## config.mk

```make
export PLATFORM = sky130hd
export DESIGN_NAME = wic_multi
export DESIGN_NICKNAME = d
export VERILOG_FILES = /design/src/rtl/wic_multi.sv
export SDC_FILE = /design/constraint.sdc
export NUM_CORES = 1
export LEC_CHECK = 0
export BUFFER_PORTS_ARGS = -buffer_cell sky130_fd_sc_hd__clkbuf_2
export CAP_MARGIN = 15
export CORE_MARGIN = 10
export CORE_UTILIZATION = 45
export CTS_CLUSTER_DIAMETER = 50
export DETAILED_ROUTE_END_ITERATION = 12
export GPL_TIMING_DRIVEN = 1
export PLACE_DENSITY = 0.85
export SLEW_MARGIN = 0
export SYNTH_ARGS = -nofsm -noshare
export SYNTH_HDL_FRONTEND = slang
export SYNTH_SLANG_ARGS = --single-unit
```

## constraint.sdc

```tcl
create_clock -name wic_clk -period 3.26 [get_ports wic_clk]
set_clock_uncertainty 0.15 [all_clocks]
set_input_delay 0.326 -clock wic_clk [delete_from_list [all_inputs] [get_ports wic_clk]]
set_output_delay 0.326 -clock wic_clk [all_outputs]
set_load 0.02 [all_outputs]
```

## src/rtl/wic_multi.sv

```systemverilog
// Multi-channel wake-up interrupt controller: per-channel trigger/enable/pending plus
// a req/ack handshake to the power controller. Optional macro WIC_INPUT_SYNC_EN adds a 2-flop int_vld synchroniser.
module wic_multi_ch (
  input  logic wic_clk,
  input  logic pad_cpu_rst_b,
  input  logic vld,
  input  logic cfg,
  input  logic int_exit,
  input  logic sel,
  input  logic awake_enable,
  input  logic awake_disable,
  input  logic clr,
  output logic pending,
  output logic awake_en
);
  logic vld_ff;

  always_ff @(posedge wic_clk or negedge pad_cpu_rst_b) begin
    if (!pad_cpu_rst_b) begin
      vld_ff   <= 1'b0;
      pending  <= 1'b0;
      awake_en <= 1'b0;
    end else begin
      vld_ff <= vld;
      if (awake_enable && sel)       awake_en <= 1'b1;
      else if (awake_disable && sel) awake_en <= 1'b0;
      // Pulse mode: set beats clear so an edge landing with a clear is never dropped.
      if (!cfg)                pending <= vld && int_exit;
      else if (vld && !vld_ff) pending <= 1'b1;
      else if (clr)            pending <= 1'b0;
    end
  end
endmodule

module wic_multi #(
  parameter int INT_NUM = 32,
  parameter int ID_W    = 5
) (
  input  logic               wic_clk,
  input  logic               pad_cpu_rst_b,
  input  logic [INT_NUM-1:0] int_vld,
  input  logic [INT_NUM-1:0] int_cfg,
  input  logic               int_exit,
  input  logic [INT_NUM-1:0] awake_data,
  input  logic               awake_enable,
  input  logic               awake_disable,
  input  logic [INT_NUM-1:0] pending_clr,
  input  logic               wakeup_ack,
  output logic [INT_NUM-1:0] int_pending,
  output logic [INT_NUM-1:0] wic_awake_en,
  output logic               wakeup_req,
  output logic [ID_W-1:0]    wakeup_id
);
  typedef enum logic [1:0] {S_IDLE, S_REQ, S_WAIT} state_t;

  state_t             state;
  logic [INT_NUM-1:0] vld_use;
  logic [INT_NUM-1:0] wake_vec;
  logic [ID_W-1:0]    lo_id;

`ifdef WIC_INPUT_SYNC_EN
  logic [INT_NUM-1:0] vld_s1, vld_s2;
  always_ff @(posedge wic_clk or negedge pad_cpu_rst_b) begin
    if (!pad_cpu_rst_b) begin
      vld_s1 <= '0;
      vld_s2 <= '0;
    end else begin
      vld_s1 <= int_vld;
      vld_s2 <= vld_s1;
    end
  end
  assign vld_use = vld_s2;
`else
  assign vld_use = int_vld;
`endif

  for (genvar g = 0; g < INT_NUM; g++) begin : g_ch
    wic_multi_ch u_ch (
      .wic_clk       (wic_clk),
      .pad_cpu_rst_b (pad_cpu_rst_b),
      .vld           (vld_use[g]),
      .cfg           (int_cfg[g]),
      .int_exit      (int_exit),
      .sel           (awake_data[g]),
      .awake_enable  (awake_enable),
      .awake_disable (awake_disable),
      .clr           (pending_clr[g]),
      .pending       (int_pending[g]),
      .awake_en      (wic_awake_en[g])
    );
  end

  assign wake_vec = int_pending & wic_awake_en;

  // Descending scan so the lowest set index is the last one written.
  always_comb begin
    lo_id = '0;
    for (int i = INT_NUM - 1; i >= 0; i--)
      if (wake_vec[i]) lo_id = ID_W'(i);
  end

  always_ff @(posedge wic_clk or negedge pad_cpu_rst_b) begin
    if (!pad_cpu_rst_b) begin
      state      <= S_IDLE;
      wakeup_req <= 1'b0;
      wakeup_id  <= '0;
    end else begin
      case (state)
        S_IDLE: if (|wake_vec) begin
          wakeup_id  <= lo_id;
          wakeup_req <= 1'b1;
          state      <= S_REQ;
        end
        S_REQ: if (wakeup_ack) begin
          wakeup_req <= 1'b0;
          state      <= S_WAIT;
        end
        S_WAIT: if (!wakeup_ack) state <= S_IDLE;
        default: begin
          wakeup_req <= 1'b0;
          state      <= S_IDLE;
        end
      endcase
    end
  end
endmodule

```

# After elaboration in Yosys (flattened, before gate mapping)
# Cells that the tools add are included.
# word_totals
regBits	104
inputBits	134
out_inout_bits	70
word_cells	534
# classes
n_eq_ne	37
n_mux	199
n_bitwise	2
n_reduce_logical	197
# ops
cell	n
two-way mux 1 bit	162
two-way mux 5 bit	32
logical AND 1 bit	128
!= test 3 x 1 -> 1 bit, second input constant	32
nonzero test 2 bit	32
bitwise AND 32 bit	1
zero test 1 bit	32
OR reduction 32 bit	1
two-way mux 2 bit	3
!= test 2 bit, second input constant	3
case mux 2 bit (3 select lines)	1
AND reduction 3 bit	2
case mux 1 bit (3 select lines)	1
== test 2 x 1 -> 1 bit, second input constant	1
== test 2 bit, second input constant	1
zero test 2 bit	1
AND reduction 2 bit	1
inverter 1 bit	1

# Depth between registers and ports, before layout
# Gate-level depths: netlist of the first run.
# depth
ltp_word	33
mapped_depth	6
mapped_depth_nobuf	6

# Cells and area by module
# Synthesis of the first run repeated with hierarchy kept, for this count alone.
# hier_totals
cells_unflattened	399
area_unflattened_um2	4616.9
# modules_own_cells
module	n_inst	cells_per_inst	area_per_inst_um2	seq_area_each_um2
wic_multi_ch	32	9	116.4	75.1
wic_multi	1	111	893.4	200.2

# Worst setup path before layout of the first run
# Ideal clock, no wire load.
# synth_path
path_type	reg2reg
startpoint	reg g_ch[8].u_ch.pending
endpoint	reg wakeup_id[0]
setup_ps	125
t_arrival_ps	1657
required_ps	2985
slack_ps	1329
stages_incl_launch_ff	6
n_path_buf	0
synth_period_minus_slack_ps	1931
cell_sequence	dfrtp_1 -> a22o_2 -> nor4_4 -> nor2b_2 -> a211o_2 -> mux2_2
# synth_between
elab_chain_cells	10
word_cells_on_any_way	12
cone_classes	mux (9); bitwise (1); reduce/logical (2)
# synth_rtl
element	line	rtl
start, declared	13	output logic pending,
start signal, assigned	28	if (!cfg) pending <= vld && int_exit;
bitwise AND 32 bit (*)	93	assign wake_vec = int_pending & wic_awake_en;
two-way mux 5 bit (9 in series)	99	if (wake_vec[i]) lo_id = ID_W'(i);
end signal, assigned	110	wakeup_id <= lo_id;
end, declared	52	output logic [ID_W-1:0] wakeup_id
# Mark *: on every way between the ends. The rest lies on a longest branch, timed or not.
# A chain may end at the register's enable or synchronous reset.

# Final worst setup path of the first run
# Ends and elaborated chain as after synthesis.

==> results of run 1 <==
[placed cells by master (no fill, tap or decap), types with 3 or more instances in the layout]
cell type / instances
o22ai_1: 32
nand2_1: 131
a32oi_1: 3
nor2_1: 5
a31oi_1: 3
dlygate4sd3_1: 47
dfrtp_1: 104
clkbuf_2: 202
a22o_1: 36
clkbuf_8: 9
a22oi_1: 12
inv_1: 65
nand3_1: 4
o21ai_0: 35
nand4_1: 4
[sequential cells by signal, summed over array words and instances (netlist names)]
signal / cells
g_ch.u_ch.awake_en: 32
g_ch.u_ch.pending: 32
g_ch.u_ch.vld_ff: 32
state: 2
wakeup_id: 5
wakeup_req: 1
[worst min path at each step]
| stage | from | endpoint | slack (ns) | cells past startpoint |
|---|---|---|---|---|
| 5_1_grt | int_cfg[10] | g_ch[10].u_ch.pending$_DFFE_PN0P_ | 0.0008 | 2 |
| 3_5_place_dp | pad_cpu_rst_b | g_ch[16].u_ch.awake_en$_DFFE_PN0P_ | 0.29 | 2 |
| 4_1_cts | int_cfg[3] | g_ch[3].u_ch.pending$_DFFE_PN0P_ | 0.0003 | 2 |
| 6_report | int_cfg[10] | g_ch[10].u_ch.pending$_DFFE_PN0P_ | 0.007 | 2 |
| 2_1_floorplan | pad_cpu_rst_b | g_ch[0].u_ch.awake_en$_DFFE_PN0P_ | -0.12 | 0 |
| 3_3_place_gp | pad_cpu_rst_b | g_ch[25].u_ch.vld_ff$_DFF_PN0_ | 0.29 | 2 |
[layout make-up]
cell class	instances	area share, %
multi-input cells	295	25.8
clock buffers	10	2.00
inverters	65	3.82
diodes	2	0.0784
repair buffers	251	23.6
flip-flops and latches	104	40.8
clock inverters	6	1.20
well taps	140	2.74
[worst register-to-register path, delay by kind of cell (launching register included)]
family	cells	cell delay, ns
AOI/OAI and AO/OA	2	0.51
and+or+nand+nor	2	0.54
muxes	1	0.34
DFF	1	0.45
[per-layer routing]
layer  GRT usage, %  vias up  part of all wire, %
met5              0        -                0.063
met4           8.47        2                  3.5
met3           6.17       39                  7.4
met2           31.1      187                   49
met1           22.6     2104                   40
li1               -     2154                    -
[logic make-up (layout without fill, tap and decap cells)]
group | count (synthesis) | count (layout)
and+or+nand+nor | 151 | 151
AOI/OAI and AO/OA | 142 | 142
buffers and inverters | 140 | 332
DFF | 104 | 104
xor gates and xnor gates | 1 | 1
muxes | 1 | 1
other | 0 | 2
[power by group through the flow]
stage          clock [uW]  combinational (uW)  sequential (uW)
2_1_floorplan           0                 585             1590
3_3_place_gp            0                 824             1600
3_5_place_dp            0                 828             1610
4_1_cts               861                 876             1590
5_1_grt               910                 962             1620
6_report              847                 875             1590
[metrics by stage]
step / power [uW] / utilization, % / setup slack (ns) / cell area [um^2]
after global routing: 3490 / 58.6 / 1.04 / 6380
after detailed placement: 2440 / 52.4 / 1.19 / 5700
after floorplan: 2180 / - / 1.33 / 5010
after CTS: 3320 / 58.6 / 1.15 / 6380
after global placement: 2430 / 52.4 / 1.22 / 5700
final: 3310 / 58.6 / 1.14 / 6380
==> run metrics, run 1 <==
RSZ-0062 raised after global routing=false; crit path buf inv count=0; vias in the first global route=4593; Switching Fraction=34.2%; Port Buf Inserts=a little over 200; Post-Synth Adder-Cell Area=0%; most common cell in the netlist=nand2_1; RR Startpoint=g_ch[8].u_ch.pending$_DFFE_PN0P_; CP Launch Type=flip-flop; post-synthesis xor/xnor area fraction=0.175%; post-synthesis compound-gate area fraction=20.1%; post-route setup TNS=0 ns; Core Rows=38; first-pass detailed-route iteration total=7; Layout area overhead=27.4%; dpl cells=808; Critical Path End=wakeup_id[0]$_DFFE_PN0P_; H-tree depth=3; path depth of the worst reg2reg path=5; Switching Power=1130 uW; Synth top area share=around half; Critical Path Sink Type=flip-flop; Worst Tran Pin Value=0.821 ns; CP Depth=5; routability cong.=0.916; ranking of synthesized cells by area=dfrtp_1 52%, nand2_1 9.8%, buf_4 9.6%; final non-filler cell total=873; # Post-CTS Setup Buffers=0; Slew HR=45.3%; worst-path cell chain=a22o_2 -> nor4_4 -> nor2b_2 -> a211o_2 -> mux2_2; Initial DRC Count=436; CTS tree=done; largest delay contributor family on the critical path=simple AND/OR/NAND/NOR gates; Pwr per Cell Area=519 nW/um^2; Main synth FF type=dfrtp_1; Power Internal=2180 uW; first-pass GRT wire length=24300 um; area of the multi-input gates=around 1600 um^2; core area=~11000 um^2; root buf cell=clkbuf_8; syn_nets=~670; Leak=between 0.003 and 0.004 uW; Fill cells=925; WL final=about 16000 um; Synthesis Warnings=0; Unique masters post-synth=38; Die Y=between 100 and 150 um; post-CTS resize count=0; chip width=~130 um; Clock Power Share=25.6%; Synth async-reset ratio=100%; sequential fraction of design power=48.0%; Logic pwr share=26.4%; Peak VDD IR=0.314 mV; Post-Synth Simple-Gate Area=between 10% and 20%; critical path's slowest cell=dfrtp_1; CP startpoint=g_ch[8].u_ch.pending$_DFFE_PN0P_; largest net degree at the start of global routing=105; die area=15800 um^2; Final Hold Fails=0; min-delay worst type=primary input to flip-flop; largest family of logic cells by synthesized area=compound AO/OA/AOI/OAI gates; area leader, netlist=dfrtp_1; clock sink count=104; GRT Overall Usage=19.1%; GR Overflow Total=0; crit-path max FO=7; multiplexer area fraction after synthesis=less than 1%; FF-to-FF End=wakeup_id[0]$_DFFE_PN0P_; routed len/inst=approximately 18 um; CTS buffer count=9; dpl hpwl=11400 um; Cells after Synth=539; storage element area=2600 um^2; period utilization=64.9%; worst hold slack=approximately 0.0068 ns; Worst path max stage delay=0.45 ns; share of cells above drive strength 1=30.9%; top cells by count, synth=131 x nand2_1, 104 x dfrtp_1, 65 x inv_1; Slew Viols, Final=0; WP data arrival=~2.2 ns; setup violators final=0; Detail Route Antenna Nets=0; CTS max path bufs=2; Post-Syn Area=5010 um^2; syn_area_per_cell=just over 9 um^2; vias per inst=5.14; WS Path Type=flip-flop to flip-flop; antenna violations before repair=3; MaxCap Viol Count=0; Yosys reg bits=104; worst skew pair latency=approximately 0.37 ns; register area share after synthesis=51.9%; number of nets in the layout=860; clock slew at reported path FFs=0.11 ns; Req. time, crit path=about 3.4 ns; vias post-DR=4486; fin crit period=2.12 ns; DR DRC count=0; Hold-fix buffers, CTS=47; Ports=204; Peak Freq=472 MHz; flop2flop setup slack=approximately 1.1 ns; Initial Util=46.0%; Post-synth EDFFs=0; status=completed
No activity file was read; power rests on OpenSTA's default activity.
==> run 2, diff against run 1 <==
- CORE_UTILIZATION: 45 -> 44
- PLACE_DENSITY: 0.85 -> 0.87
- clock period: 3.26 -> 1.7 ns (I/O delays scaled with it)
==> run 2 against run 1 <==
Net effect:
- the flow now finishes with violations (hold timing, setup timing)
- global-route usage is 4.3 points higher
- sequential power is 87% higher
- largest power group unchanged
- power is 130% higher
- count of clock-buffer cells in the layout is 3 higher
- setup slack worse by 1.5 ns
- wire length is 27% higher
- design area is 24% higher
- first-iteration DRC count is 4.1% higher
- register-to-register slack worse by 1.5 ns
- non-clock buffer count is 151 higher
==> run metrics, run 2 (synthesis gave the netlist of run 1 again) <==
worst skew pair latency=0.34 ns (-0.03 ns); CTS max path bufs=2 (unchanged); GR Overflow Total=0 (unchanged); vias in the first global route=5942 (+29%); core area=11000 um^2 (+0.87%); CP Launch Type=flip-flop; violated checks=hold timing, setup timing; clock sink count=104 (unchanged); MaxCap Viol Count=0 (unchanged); Slew Viols, Final=0 (unchanged); Core Rows=38 (unchanged); WL final=20100 um (+27%); chip width=127 um (+0.95%); Req. time, crit path=1.77 ns (-1.60 ns); Port Buf Inserts=203 (unchanged); setup violators final=6 (+6); H-tree depth=3 (unchanged); routed len/inst=19.7 um (+8.3%); GRT Overall Usage=23.4% (+4.3 points); Hold Crit Depth=4 (+2); WP data arrival=2.15 ns (-0.07 ns); Layout area overhead=58.1%; Worst Tran Pin Value=0.593 ns (-0.228 ns); CTS tree=done; crit-path max FO=2 (-5); Hold EP=g_ch[2].u_ch.pending$_DFFE_PN0P_; antenna violations before repair=3 (unchanged); RSZ-0062 raised after global routing=true; CTS buffer count=9 (unchanged); Leak=0.00413 uW (+24%); Switching Fraction=31.9% (-2.3 points); share of cells above drive strength 1=37.8% (+6.9 points); Clock Power Share=28.0% (+2.4 points); first-pass GRT wire length=30600 um (+26%); commonest non-fill, non-tap cell in the layout=clkbuf_2; Top Registers=g_ch.u_ch.awake_en (32), g_ch.u_ch.pending (32), g_ch.u_ch.vld_ff (32); Critical Path Sink Type=flip-flop; WS Path Type=flip-flop to flip-flop; sequential fraction of design power=38.8% (-9.2 points); path depth of the worst reg2reg path=6 (+1); Ports=204 (unchanged); routability cong.=0.839 (-8.4%); Final WS setup=-0.379 ns (-1.52 ns); flop2flop setup slack=-0.38 ns (-1.52 ns); storage element area=2600 um^2 (about the same); min-delay worst type=primary input to flip-flop; DR DRC count=0 (unchanged); Detail Route Antenna Nets=0 (unchanged); RR Startpoint=g_ch[29].u_ch.awake_en$_DFFE_PN0P_; Initial DRC Count=454 (+4.1%); Die Y=127 um (+0.95%); vias per inst=5.36 (+4.2%); Fill cells=712 (-23%); root buf cell=clkbuf_16; Switching Power=2450 uW (+120%); Pwr per Cell Area=967 nW/um^2 (+86%); clock slew at reported path FFs=0.07 ns (-0.04 ns); Initial Util=45.6% (-0.40 points); Final Util=72.2% (+14 points); FF-to-FF End=wakeup_id[0]$_DFFE_PN0P_; dpl ws=-0.341 ns (-1.53 ns); dpl hpwl=12900 um (+13%); Logic pwr share=33.2% (+6.8 points); Power Internal=5220 uW (+140%); placed cell areas=6390 um^2 (+12%); Slew HR=60.5% (+15 points); largest net degree at the start of global routing=105 (unchanged); post-route cell area=7930 um^2 (+24%); launch point of the worst hold path=pending_clr[2]; period utilization=122% (+57 points); fin crit period=2.08 ns (-0.0382 ns); area of the multi-input gates=1760 um^2 (+7.2%); number of nets in the layout=1011 (+18%); vias post-DR=5485 (+22%); first-pass detailed-route iteration total=5 (-2); status=finished, violations left; commonest non-fill, non-tap cells in the layout=202 x clkbuf_2, 130 x nand2_1, 106 x dlygate4sd3_1; worst hold slack=-0.00507 ns (-0.0119 ns); Final Hold Fails=2 (+2); die area=16100 um^2 (+1.9%); Peak VDD IR=0.705 mV (+120%); Peak Freq=481 MHz (+1.8%)
[run 2: changes by cell type in the layout (fill, tap and decap cells not counted), moves of 2 or more]
| cell | delta |
|---|---|
| clkbuf_16 | +9 |
| clkbuf_8 | -6 |
| buf_6 | +3 |
| a2111oi_4 | +2 |
| a22oi_1 | -6 |
| o22ai_1 | -2 |
| o22ai_2 | +2 |
| buf_4 | +87 |
| buf_12 | +2 |
| inv_8 | -2 |
| a22oi_2 | +6 |
| dlygate4sd3_1 | +59 |
[run 2: critical path, cell delays in order, from the launching register on]
cell and delay, ns:
dfrtp_1 0.39, a22o_1 0.25, a31oi_1 0.20, o2111ai_2 0.19, a2111oi_4 0.36, o31ai_1 0.14, mux2_4 0.28
[run 2: power by group through the flow]
stage | registers, uW | clock network [uW] | logic, uW
after floorplan | 3060 | 0 | 1140
after global placement | 2980 | 0 | 2070
after detailed placement | 2990 | 0 | 2130
after CTS | 2950 | 2160 | 2390
after global routing | 3000 | 2260 | 2720
final | 2980 | 2150 | 2540
[run 2: routing by layer]
layer / global-route usage (%) / vias up / part of all wire, %
met5: 0 / - / 0
met4: 13.2 / 0 / 4.8
met3: 6.75 / 76 / 9.1
met2: 39.8 / 362 / 50
met1: 25.8 / 2590 / 36
li1: - / 2457 / -
[run 2: worst max-delay path by stage]
stage	cells past startpoint	startpoint	end
2_1_floorplan	5	g_ch[15].u_ch.awake_en$_DFFE_PN0P_	wakeup_id[0]$_DFFE_PN0P_
3_3_place_gp	6	g_ch[29].u_ch.pending$_DFFE_PN0P_	wakeup_id[0]$_DFFE_PN0P_
3_5_place_dp	6	g_ch[29].u_ch.pending$_DFFE_PN0P_	wakeup_id[0]$_DFFE_PN0P_
4_1_cts	6	g_ch[29].u_ch.awake_en$_DFFE_PN0P_	wakeup_id[0]$_DFFE_PN0P_
5_1_grt	6	g_ch[23].u_ch.awake_en$_DFFE_PN0P_	wakeup_id[0]$_DFFE_PN0P_
6_report	6	g_ch[29].u_ch.awake_en$_DFFE_PN0P_	wakeup_id[0]$_DFFE_PN0P_
[run 2: what timing repair did]
item                                    CTS  global route
gates resized for setup                   6            17
endpoints found under the setup margin    7            11
buffers inserted                          2             6
hold buffers                            109             0
pin swaps                                 6             4
endpoints found under the hold margin   202             0
[run 2: stage by stage]
| stage | std cells | hold WS, ns | power, uW | TNS (ns) |
|---|---|---|---|---|
| CTS | 1021 | 0.000525 | 7500 | -0.970 |
| floorplan | 539 | -0.276 | 4190 | -0.279 |
| global placement | 895 | 0.131 | 5050 | -0.650 |
| finish | 1024 | -0.00507 | 7660 | -1.20 |
| detailed placement | 895 | 0.139 | 5120 | -1.07 |
| global route | 1024 | 0.0177 | 7970 | -1.69 |
[run 2: area by class of cell]
cell class	instances	share of cell area [%]
clock inverters	2	0.474
inverters	65	3.08
flip-flops and latches	104	32.8
well taps	140	2.21
multi-input cells	295	22.2
repair buffers	402	35.7
diodes	3	0.0947
clock buffers	13	3.41
